[src/rtl/pc_sequencer_if.sv]
// pc_sequencer_if: control, LUT-write and PC status bundle of the program-counter sequencer.
// Ports (master drives, slave consumes):
//   start, stall, halt        sequencer control
//   instruction, branch, zero  branch decision; instruction[LUT_AW-1:0] indexes the target LUT
//   lut_we, lut_waddr, lut_wdata  branch-target LUT write port
//   pc, pc_valid, taken, halted   sequencer status (driven by the slave)
interface pc_sequencer_if #(
    parameter int PC_W    = 32,
    parameter int INSTR_W = 9,
    parameter int LUT_AW  = 4
);
    logic               start;
    logic               stall;
    logic               halt;
    logic [INSTR_W-1:0] instruction;
    logic               branch;
    logic               zero;
    logic               lut_we;
    logic [LUT_AW-1:0]  lut_waddr;
    logic [PC_W-1:0]    lut_wdata;
    logic [PC_W-1:0]    pc;
    logic               pc_valid;
    logic               taken;
    logic               halted;

    modport master (
        output start, stall, halt, instruction, branch, zero, lut_we, lut_waddr, lut_wdata,
        input  pc, pc_valid, taken, halted
    );

    modport slave (
        input  start, stall, halt, instruction, branch, zero, lut_we, lut_waddr, lut_wdata,
        output pc, pc_valid, taken, halted
    );
endinterface

[src/rtl/pc_sequencer.sv]
// pc_sequencer: registered program counter with stall, sticky halt and LUT-based conditional branches.
// Ports:
//   clk    rising-edge clock
//   reset  synchronous active-high reset (pc=RESET_PC, IDLE, taken=0)
//   bus    pc_sequencer_if.slave: control/branch inputs, LUT write port, pc/pc_valid/taken/halted
module pc_sequencer #(
    parameter int PC_W     = 32,
    parameter int INSTR_W  = 9,
    parameter int PC_STEP  = 4,
    parameter int LUT_AW   = 4,
    parameter int REL_MODE = 0,
    parameter int RESET_PC = 0
) (
    input  logic                 clk,
    input  logic                 reset,
    pc_sequencer_if.slave        bus
);
    typedef enum logic [1:0] {IDLE, RUN, HALT} state_t;

    state_t          state_q, state_d;
    logic [PC_W-1:0] pc_q, pc_d;
    logic            taken_q, taken_d;
    logic [PC_W-1:0] lut_q [2**LUT_AW];
    logic [PC_W-1:0] entry;
    logic [PC_W-1:0] target;

    // Asynchronous read sees the pre-write entry, so a same-cycle write is visible only next cycle.
    assign entry  = lut_q[bus.instruction[LUT_AW-1:0]];
    assign target = (REL_MODE != 0) ? pc_q + entry : entry;

    always_comb begin
        state_d = state_q;
        pc_d    = pc_q;
        taken_d = taken_q;
        case (state_q)
            IDLE: state_d = bus.start ? RUN : IDLE;
            RUN: begin
                if (bus.halt) begin
                    state_d = HALT;
                    taken_d = 1'b0;
                end else if (!bus.stall) begin
                    pc_d    = (bus.branch && bus.zero) ? target : pc_q + PC_W'(PC_STEP);
                    taken_d = bus.branch && bus.zero;
                end
            end
            default: ;
        endcase
    end

    always_ff @(posedge clk) begin
        if (reset) begin
            state_q <= IDLE;
            pc_q    <= PC_W'(RESET_PC);
            taken_q <= 1'b0;
        end else begin
            state_q <= state_d;
            pc_q    <= pc_d;
            taken_q <= taken_d;
        end
    end

    // LUT is deliberately not reset; writes are accepted in every state.
    always_ff @(posedge clk) begin
        if (bus.lut_we) lut_q[bus.lut_waddr] <= bus.lut_wdata;
    end

    assign bus.pc       = pc_q;
    assign bus.pc_valid = (state_q == RUN);
    assign bus.taken    = taken_q;
    assign bus.halted   = (state_q == HALT);
endmodule
[src/flat_wrapper.sv]
// flat-port wrapper written by rule: the top's interface ports become plain ports
module pc_sequencer_flat 
#(
    parameter int PC_W     = 32,
    parameter int INSTR_W  = 9,
    parameter int PC_STEP  = 4,
    parameter int LUT_AW   = 4,
    parameter int REL_MODE = 0,
    parameter int RESET_PC = 0
)
  (clk, reset, bus_start, bus_stall, bus_halt, bus_instruction, bus_branch, bus_zero, bus_lut_we, bus_lut_waddr, bus_lut_wdata, bus_pc, bus_pc_valid, bus_taken, bus_halted);
  pc_sequencer_if #(.PC_W(PC_W), .INSTR_W(INSTR_W), .LUT_AW(LUT_AW)) bus_i ();
  input  logic clk;
  input  logic reset;
  input wire logic [$bits(bus_i.start)-1:0] bus_start;
  input wire logic [$bits(bus_i.stall)-1:0] bus_stall;
  input wire logic [$bits(bus_i.halt)-1:0] bus_halt;
  input wire logic [$bits(bus_i.instruction)-1:0] bus_instruction;
  input wire logic [$bits(bus_i.branch)-1:0] bus_branch;
  input wire logic [$bits(bus_i.zero)-1:0] bus_zero;
  input wire logic [$bits(bus_i.lut_we)-1:0] bus_lut_we;
  input wire logic [$bits(bus_i.lut_waddr)-1:0] bus_lut_waddr;
  input wire logic [$bits(bus_i.lut_wdata)-1:0] bus_lut_wdata;
  output wire logic [$bits(bus_i.pc)-1:0] bus_pc;
  output wire logic [$bits(bus_i.pc_valid)-1:0] bus_pc_valid;
  output wire logic [$bits(bus_i.taken)-1:0] bus_taken;
  output wire logic [$bits(bus_i.halted)-1:0] bus_halted;
  assign bus_i.start = bus_start;
  assign bus_i.stall = bus_stall;
  assign bus_i.halt = bus_halt;
  assign bus_i.instruction = bus_instruction;
  assign bus_i.branch = bus_branch;
  assign bus_i.zero = bus_zero;
  assign bus_i.lut_we = bus_lut_we;
  assign bus_i.lut_waddr = bus_lut_waddr;
  assign bus_i.lut_wdata = bus_lut_wdata;
  assign bus_pc = bus_i.pc;
  assign bus_pc_valid = bus_i.pc_valid;
  assign bus_taken = bus_i.taken;
  assign bus_halted = bus_i.halted;
  pc_sequencer #(.PC_W(PC_W), .INSTR_W(INSTR_W), .PC_STEP(PC_STEP), .LUT_AW(LUT_AW), .REL_MODE(REL_MODE), .RESET_PC(RESET_PC)) u_core (.clk(clk), .reset(reset), .bus(bus_i));
endmodule
[config.mk]
export PLATFORM = sky130hd
export DESIGN_NAME = pc_sequencer_flat
export DESIGN_NICKNAME = d
export VERILOG_FILES = /design/src/rtl/pc_sequencer_if.sv /design/src/rtl/pc_sequencer.sv /design/src/flat_wrapper.sv
export SDC_FILE = /design/constraint.sdc
export NUM_CORES = 1
export LEC_CHECK = 0
export BUFFER_PORTS_ARGS = -buffer_cell sky130_fd_sc_hd__buf_4
export CAP_MARGIN = 20
export CELL_PAD_IN_SITES_DETAIL_PLACEMENT = 0
export CELL_PAD_IN_SITES_GLOBAL_PLACEMENT = 1
export CORE_MARGIN = 3
export CORE_UTILIZATION = 45
export DETAILED_ROUTE_END_ITERATION = 12
export GPL_TIMING_DRIVEN = 0
export PLACE_DENSITY = 0.79
export SLEW_MARGIN = 40
export SYNTH_ARGS = -nofsm -noshare
export SYNTH_HDL_FRONTEND = slang
export SYNTH_SLANG_ARGS = --single-unit
[constraint.sdc]
create_clock -name clk -period 8.7 [get_ports clk]
set_clock_uncertainty 0.2 [all_clocks]
set_input_delay 0.87 -clock clk [delete_from_list [all_inputs] [get_ports clk]]
set_output_delay 0.87 -clock clk [all_outputs]
set_load 0.02 [all_outputs]
==> results of run 1 <==
## routing by layer
metal	vias up	global-route usage	share of wire
li1	4971	-	-
met1	6224	0.303	0.40
met2	597	0.355	0.48
met3	119	0.0508	0.087
met4	6	0.0759	0.030
met5	-	0	0.00074
## synth_stat cells, types with 2 or more instances
| cell type | count |
|---|---|
| clkbuf_1 | 30 |
| a21oi_1 | 33 |
| and2_1 | 6 |
| mux4_1 | 5 |
| buf_2 | 10 |
| buf_4 | 9 |
| o21ai_0 | 17 |
| nand4_1 | 12 |
| inv_1 | 7 |
| mux2i_1 | 17 |
| o211ai_1 | 5 |
| nor3_1 | 18 |
| dfxtp_1 | 35 |
| a311o_1 | 2 |
| and3_1 | 10 |
| mux4_2 | 136 |
| or3_1 | 2 |
| or4_1 | 2 |
| nand2b_1 | 2 |
| and3b_1 | 2 |
| nand2_1 | 64 |
| nand3b_1 | 5 |
| a311oi_1 | 5 |
| o2111ai_1 | 2 |
| and4_1 | 2 |
| buf_1 | 6 |
| nand3_1 | 16 |
| mux2_2 | 3 |
| nor2b_1 | 6 |
| nor2_1 | 47 |
| a31oi_1 | 8 |
| clkinv_1 | 2 |
| buf_6 | 4 |
| o22ai_1 | 3 |
| a21o_1 | 3 |
| nor4_1 | 12 |
| o21bai_1 | 2 |
| edfxtp_1 | 512 |
| o31a_1 | 2 |
| a2111oi_0 | 5 |
| o311ai_0 | 4 |
| a211oi_1 | 9 |
| nand4b_1 | 2 |
## kinds of logic after synthesis
kind of cell | Yosys count | synth area share
multiplexers | 161 | 0.157
AO/OA/AOI/OAI | 109 | 0.0335
adder cells (fa/ha/maj) | 1 | 0.000579
AND/OR/NAND/NOR | 214 | 0.0489
buffers and inverters | 68 | 0.0154
flip-flops | 547 | 0.744
## final cells by class
class                      instances  area (um2)  area share
sequential                       547       16100       0.631
multi-input combinational        485        5310       0.208
timing repair buffer             138        1470      0.0576
clock buffer                      58        1300      0.0511
tap                              607         759      0.0298
buffer                            59         303      0.0119
clock inverter                    29         239     0.00938
inverter                           9        33.8     0.00133
## power breakdown
group          internal (uW)  leakage [uW]  switching [uW]  total (uW)
Combinational            134       0.00256             188         322
Clock                   1180      0.000758             919        2100
Sequential              2930       0.00491            17.1        2950
## flip-flops by register name, indices dropped and copies added, names as in the netlist
name and cells:
u_core.lut_q 512, u_core.state_q 2, u_core.bus.taken 1, u_core.bus.pc 32
## tightest hold or removal path, cell delays in order, from the launching register on
cell and delay, ns:
dfxtp_1 0.32, nand2_1 0.06, a21oi_1 0.06
## metrics by stage
stage | util | instance area [um2] | instances | total power (uW) | setup slack (ns)
5_1_grt | 0.543 | 25500 | 1932 | 5530 | 5.29
3_3_place_gp | 0.489 | 23000 | 1788 | 3290 | 1.35
2_1_floorplan | - | 21600 | 1100 | 3170 | 4.45
6_report | 0.543 | 25500 | 1932 | 5370 | 5.41
4_1_cts | 0.543 | 25500 | 1931 | 5400 | 5.42
3_5_place_dp | 0.510 | 23900 | 1844 | 3320 | 4.82
## path summary, 6_finish.rpt
check,end,startpoint,cells past startpoint
max,u_core.bus.pc[9],bus_instruction[1],9
max reg2reg,u_core.bus.pc[6],u_core.state_q[0],6
min reg2reg,u_core.bus.pc[1],u_core.bus.pc[1],2
min,u_core.bus.pc[1],u_core.bus.pc[1],2
==> impl_metrics.ini, run 1 <==
[pwr]
power_density_nw_per_um2 = 211
p_leak_uw = 0.00823
ir_drop_mv = 0.133

[yosys]
async_reset_ff_frac = 0
yosys.area.top_type = edfxtp_1
ys_seq_area_frac = 0.744
synthFlopType = edfxtp_1
synth_edf_count = 512
syn_area_per_cell_um2 = 19.6
synth_nets = 1154
synthCells = 1100
yosysWarnings = 0
yosysUniqueCellTypes = 59
synthesis.area_um2 = 21600
yosysTopAreaCellShare = 0.712
netlist_top_cells_area = edfxtp_1, mux4_2, dfxtp_1
ys_seq_elements = 547

[placement]
port-buffer-count = 81
hpwl_mm = 36.8
gp_congestion = 0.894

[run_status]
status = completed

[detailed_routing]
totalWireLength_mm = 55.4
via_per_inst = 6.17
drt_first_iter_violations = 1580
firstDrtPassIters = 6
drc = 0
ant_nets = 0
routed-via-count = 11900
avgRoutedWirePerCell_um = 28.7

[floorplanning]
core-area_um2 = 47000
die_h_um = 225
die_w_um = 225
rows = 79
die_area_um2 = 50700
initial_utilization = 0.460
io_pins = 88

[clocking]
cts_buffers = 51
clock_sinks = 547
cts_tree = built
h-tree-depth = 2
cts_hold_buf = 0
path_clk_slew_ns = 0.06
post_cts_buffers = 0
clock_latency_ns = 0.57
cts_resized = 0
clk_path_buf_depth = 3
cts_root_buf = clkbuf_16

[timing]
hold_viol = 0
slew_viol_final = 0
timing.setup.tns_ns = 0
whs_ns = 0.283
relSlewSlack = 0.433
tightest_slew_ns = 0.830
rsz0062_at_grt = false
period_share = 0.378
max_freq_mhz = 304
setup_viol = 0
finalCriticalPeriod_ns = 3.29

[cells_and_area]
final_layout_size_suffix_gt1_frac = 0.297
layout_commonest_cell = edfxtp_1
area_growth_syn_to_layout_pct = 18.0
nets = 1345
diodes = 0
most-common-layout-cells = edfxtp_1, mux4_2, buf_4
fill_cells = 3489

[worst_setup_path]
crit_family = buffers and inverters
cp.arrival_ns = 3.52
end_kind = flop
crit_fanout = 10
cp-start-kind = input port
max_stage_delay_ns = 0.66
path_class = in2reg
worstPathBufferInverterCount = 4
r2r_setup_slack_ns = 5.86
cp_slowest_cell = clkbuf_1
cp.required_ns = 8.93
path_cells = buf_4 > buf_2 > clkbuf_1 > clkbuf_1 > mux4_2 > nand2_1 > nand2_1 > a21oi_1 > o22ai_1

[global_routing]
first_global_vias = 12100
grt_max_degree = 17
antenna_found_initial = 3
grt_usage = 0.221
overflow = 0
grt_pass1_wl_mm = 81.2

[job]
max_cap_violations = 0

[min_path]
min_path_type = reg2reg
No activity file was read; power rests on OpenSTA's default activity.
==> run 2: changes to the inputs <==
--- a/config.mk
+++ b/config.mk
@@ -13,7 +13,7 @@
 export CORE_UTILIZATION = 45
 export DETAILED_ROUTE_END_ITERATION = 12
 export GPL_TIMING_DRIVEN = 0
-export PLACE_DENSITY = 0.79
+export PLACE_DENSITY = 0.82
 export SLEW_MARGIN = 40
 export SYNTH_ARGS = -nofsm -noshare
 export SYNTH_HDL_FRONTEND = slang
==> constraint.sdc (replaced) <==
create_clock -name clk -period 2.9 [get_ports clk]
set_clock_uncertainty 0.2 [all_clocks]
set_input_delay 0.29 -clock clk [delete_from_list [all_inputs] [get_ports clk]]
set_output_delay 0.29 -clock clk [all_outputs]
set_load 0.02 [all_outputs]
==> run 2 against run 1 <==
  * Flip-flop and latch count did not move
  * Sequential power rose to 3.0 times the previous value
  * Wire length increased by 0.17%
  * Critical endpoint is now u_core.bus.pc[31]
==> impl_metrics.ini, run 2 (synthesis gave the netlist of run 1 again) <==
[run_status]
status = completed

[min_path]
min_path_type = in2reg

[timing]
slew_viol_final = 0
relSlewSlack = 0.422
finalCriticalPeriod_ns = 2.84
hold_viol = 0
rsz0062_at_grt = false
setup_viol = 0
tightest_slew_ns = 0.867
max_freq_mhz = 352
timing.setup.tns_ns = 0
period_share = 0.979
setup_slack_ns = 0.0597
whs_ns = 0.0841

[pwr]
ir_drop_mv = 0.503
p_leak_uw = 0.00839
power_density_nw_per_um2 = 639

[cells_and_area]
regMostFlops = u_core.lut_q
fin_util = 0.554
seqCellArea_um2 = 16100
largest_register_ffs = 512
most-common-layout-cells = edfxtp_1, mux4_2, buf_4
final_layout_size_suffix_gt1_frac = 0.286
fill_cells = 3463
layout_commonest_cell = edfxtp_1
nets = 1370
multiInputGateArea_um2 = 5330
area_growth_syn_to_layout_pct = 20.4
layout.cells.non_filler = 1963

[worst_setup_path]
cp-start-kind = input port
cp.required_ns = 3.19
cp.arrival_ns = 3.13
end_kind = flop
crit_fanout = 10
path_class = in2reg

[global_routing]
overflow = 0
grt_max_degree = 17
grt_usage = 0.222
antenna_found_initial = 1
first_global_vias = 12200
grt_pass1_wl_mm = 81.6

[floorplanning]
die_w_um = 225
initial_utilization = 0.460
die_h_um = 225
io_pins = 88
rows = 79
die_area_um2 = 50700
core-area_um2 = 47000

[clocking]
clk_path_buf_depth = 3
clock_latency_ns = 0.58
clock_sinks = 547
cts_tree = built
h-tree-depth = 2
cts_root_buf = clkbuf_16
post_cts_buffers = 0
cts_buffers = 52
path_clk_slew_ns = 0.06

[detailed_routing]
firstDrtPassIters = 5
totalWireLength_mm = 55.5
avgRoutedWirePerCell_um = 28.3
drt_first_iter_violations = 1509
ant_nets = 0
via_per_inst = 6.13
routed-via-count = 12000
drc = 0

[placement]
port-buffer-count = 81
placed_cells = 1831
gp_congestion = 0.884
dp_slack_ns = -0.467
hpwl_mm = 36.9

[job]
max_cap_violations = 0
run 2: cell count changes in the layout (fill, tap and decap cells not counted), sizes merged:
cell | previous run | this run
clkbuf | 89 | 93
clkinv | 25 | 23
clkinvlp | 1 | 3
bufinv | 4 | 7
diode | 0 | 1
buf | 166 | 152
inv | 8 | 7
dlygate4sd3 | 0 | 38
run 2: through the flow:
stage	total power, uW	cell area [um2]
2_1_floorplan	9500	21600
3_3_place_gp	9880	23000
3_5_place_dp	9960	23900
4_1_cts	16700	26000
5_1_grt	17100	26000
6_report	16600	26000
run 2: cell type report:
class	instances	area share
Multi-Input combinational cell	485	0.205
Antenna cell	1	0.0000962
Sequential cell	547	0.618
Clock buffer	62	0.0523
Clock inverter	31	0.0129
Inverter	9	0.00130
Tap cell	607	0.0292
Buffer	59	0.0116
Timing Repair Buffer	162	0.0694
run 2: worst max-delay path, stage by stage:
cell,delay (ns)
dlygate4sd3_1,0.54
buf_4,0.14
or4b_1,0.61
clkbuf_1,0.36
nor2_2,0.61
o211ai_1,0.36
a31oi_1,0.21
run 2: where the power goes:
group          switching (uW)  total (uW)  internal [uW]
clock                    2820        6780           3960
sequential               53.4        8840           8780
combinational             570        1000            434
run 2: timing repair:
item                      in CTS  in global routing
hold buffers                  38                  0
gates resized for setup        0                  0
hold endpoints to repair     528                  0
run 2: worst paths after layout:
kind | from | to | slack, ns | cells past startpoint
worst min-delay path | reset | u_core.bus.pc[22] | 0.08 | 4
worst max-delay path | bus_stall | u_core.bus.pc[31] | 0.06 | 7
worst max register to register | u_core.state_q[1] | u_core.bus.pc[31] | 0.08 | 5
worst min register to register | u_core.bus.taken | u_core.bus.taken | 0.30 | 2
run 2: layer usage:
metal	routed length, um	GRT usage	share of wire
met2	26900	0.357	0.48
met1	22100	0.315	0.40
met5	0	0	0
met4	1540	0.0691	0.028
met3	4960	0.0387	0.089
==> run 3: changes to the inputs <==
--- a/config.mk
+++ b/config.mk
@@ -9,6 +9,7 @@
 export CAP_MARGIN = 20
 export CELL_PAD_IN_SITES_DETAIL_PLACEMENT = 0
 export CELL_PAD_IN_SITES_GLOBAL_PLACEMENT = 1
+export CORE_ASPECT_RATIO = 1.25
 export CORE_MARGIN = 3
 export CORE_UTILIZATION = 45
 export DETAILED_ROUTE_END_ITERATION = 12
==> run 3 against run 2 <==
  * Via count down 0.17%
  * Non-clock buffer count unchanged
  * Final cell count up 1.4%
  * Clock-buffer cell count down 3
  * Register-to-register slack better by 0.11 ns
  * Sequential power about the same
  * Fmax up 2.8%
  * Flip-flop and latch count unchanged
  * Die area about the same
  * Setup slack better by 0.078 ns
  * First-iteration DRC count up 8.2%
  * Largest cell class unchanged
  * Highest routed layer unchanged
==> impl_metrics.ini, run 3 (synthesis gave the netlist of run 1 again) <==
[worst_setup_path]
path_class = in2reg
path_cells = buf_4 > buf_2 > buf_1 > clkbuf_2 > clkbuf_1 > a21oi_1 > a21oi_1 > o22ai_1
end_kind = flop
r2r_start = u_core.bus.pc[6]
cp_slowest_cell = buf_1
worst_r2r_path_depth = 6
rr_endpoint = u_core.bus.pc[30]
crit_family = buffers and inverters
r2r_setup_slack_ns = 0.19
cp-start-kind = input port
worstPathBufferInverterCount = 5
cp.required_ns = 3.14
cp.arrival_ns = 3.00
max_stage_delay_ns = 0.67
crit_top_cell = a21oi_1
crit_fanout = 10

[placement]
dp_slack_ns = -0.651
port-buffer-count = 81
hpwl_mm = 37.7
gp_congestion = 0.889

[cells_and_area]
layout_commonest_cell = edfxtp_1
regMostFlops = u_core.lut_q
final_layout_size_suffix_gt1_frac = 0.284
area_growth_syn_to_layout_pct = 20.2
most-common-layout-cells = edfxtp_1, mux4_2, buf_4
nets = 1367
largest_register_ffs = 512
fill_cells = 3526

[timing]
period_share = 0.953
hold_viol = 0
setup_viol = 0
finalCriticalPeriod_ns = 2.76
max_freq_mhz = 362
tightest_slew_ns = 0.855
setup_slack_ns = 0.137
whs_ns = 0.0977
timing.setup.tns_ns = 0
rsz0062_at_grt = false
slew_viol_final = 0
relSlewSlack = 0.415

[detailed_routing]
firstDrtPassIters = 5
drc = 0
avgRoutedWirePerCell_um = 28.2
routed-via-count = 12000
drt_first_iter_violations = 1632
via_per_inst = 6.04
ant_nets = 0
totalWireLength_mm = 56.1

[pwr]
p_int_uw = 13100
netSwitchingFraction = 0.209
ir_drop_mv = 0.447
power_density_nw_per_um2 = 640
p_switching_uw = 3470
p_leak_uw = 0.00834
p_clk_frac = 0.407
fin_total_pwr_uw = 16600
combPwrFrac = 0.061
seq_power_share = 0.532

[min_path]
min_path_type = in2reg
whs_endpoint = u_core.bus.pc[22]
worstHoldStart = reset
hold_depth = 4

[floorplanning]
initial_utilization = 0.456
die_h_um = 251
io_pins = 88
rows = 89
die_area_um2 = 50700
die_w_um = 202
core-area_um2 = 47300

[run_status]
status = completed

[clocking]
cts_buffers = 49
path_clk_slew_ns = 0.07
cts_tree = built
h-tree-depth = 2
clk_path_buf_depth = 3
clock_sinks = 547
cts_root_buf = clkbuf_16
clock_latency_ns = 0.58

[global_routing]
grt_usage = 0.220
grt_max_degree = 17
grt_pass1_wl_mm = 81.9
first_global_vias = 12100
antenna_found_initial = 3
overflow = 0

[job]
max_cap_violations = 0
run 3: worst max-delay path by stage:
stage | startpoint | to | slack, ns | cells after the start
after floorplan | bus_lut_waddr[2] | u_core.lut_q[1][0] | 0.10 | 2
after global placement | bus_lut_waddr[2] | u_core.lut_q[2][13] | -1.89 | 3
after global routing | bus_instruction[3] | u_core.bus.pc[13] | 0.05 | 8
after CTS | bus_instruction[1] | u_core.bus.pc[2] | 0.1 | 9
final | bus_instruction[3] | u_core.bus.pc[13] | 0.14 | 8
after detailed placement | bus_instruction[1] | u_core.bus.pc[2] | -0.65 | 9
run 3: tightest hold or removal path, delay by kind of cell:
kind / cells / cell delay [ns]
AOI/OAI and AO/OA: 1 / 0.25
buffers and inverters: 1 / 0.11
and+or+nand+nor: 1 / 0.11
muxes: 1 / 0.06
run 3: through the flow:
step,util,instances,instance area [um2]
floorplan,-,1100,21600
global placement,0.486,1818,23000
CTS,0.548,1987,25900
detailed placement,0.505,1860,23900
finish,0.549,1990,26000
global route,0.549,1990,26000
run 3: power groups by stage:
stage               sequential, uW  combinational, uW  clock, uW
finish                        8830               1010       6770
global route                  8840               1070       7130
CTS                           8830               1020       6820
detailed placement            9000                964          0
global placement              9000                891          0
floorplan                     9000                506          0
run 3: cell type report:
type,count,area (um2),area share
diodes,3,7.51,0.000289
plain buffers,59,303,0.0117
clock buffers,59,1310,0.0503
clock inverters,29,363,0.0140
inverters,9,33.8,0.00130
multi-input cells,485,5330,0.205
flip-flops and latches,547,16100,0.619
well taps,637,797,0.0307
repair buffers,162,1740,0.0670
run 3: layer usage:
layer  GRT usage  share of wire  vias up
met5           0              0        -
met4      0.0750          0.032        0
met3      0.0355          0.082      101
met2       0.373           0.51      681
met1       0.293           0.38     6219
li1            -              -     5018
run 3: timing repair:
item                       4_1_cts  5_1_grt
hold buffers                    39        0
hold endpoints to repair       530        0
setup endpoints to repair        1        5
cloned                           0        0
pin swaps                        0        0
resized for setup                1        1
setup buffers                    0        0
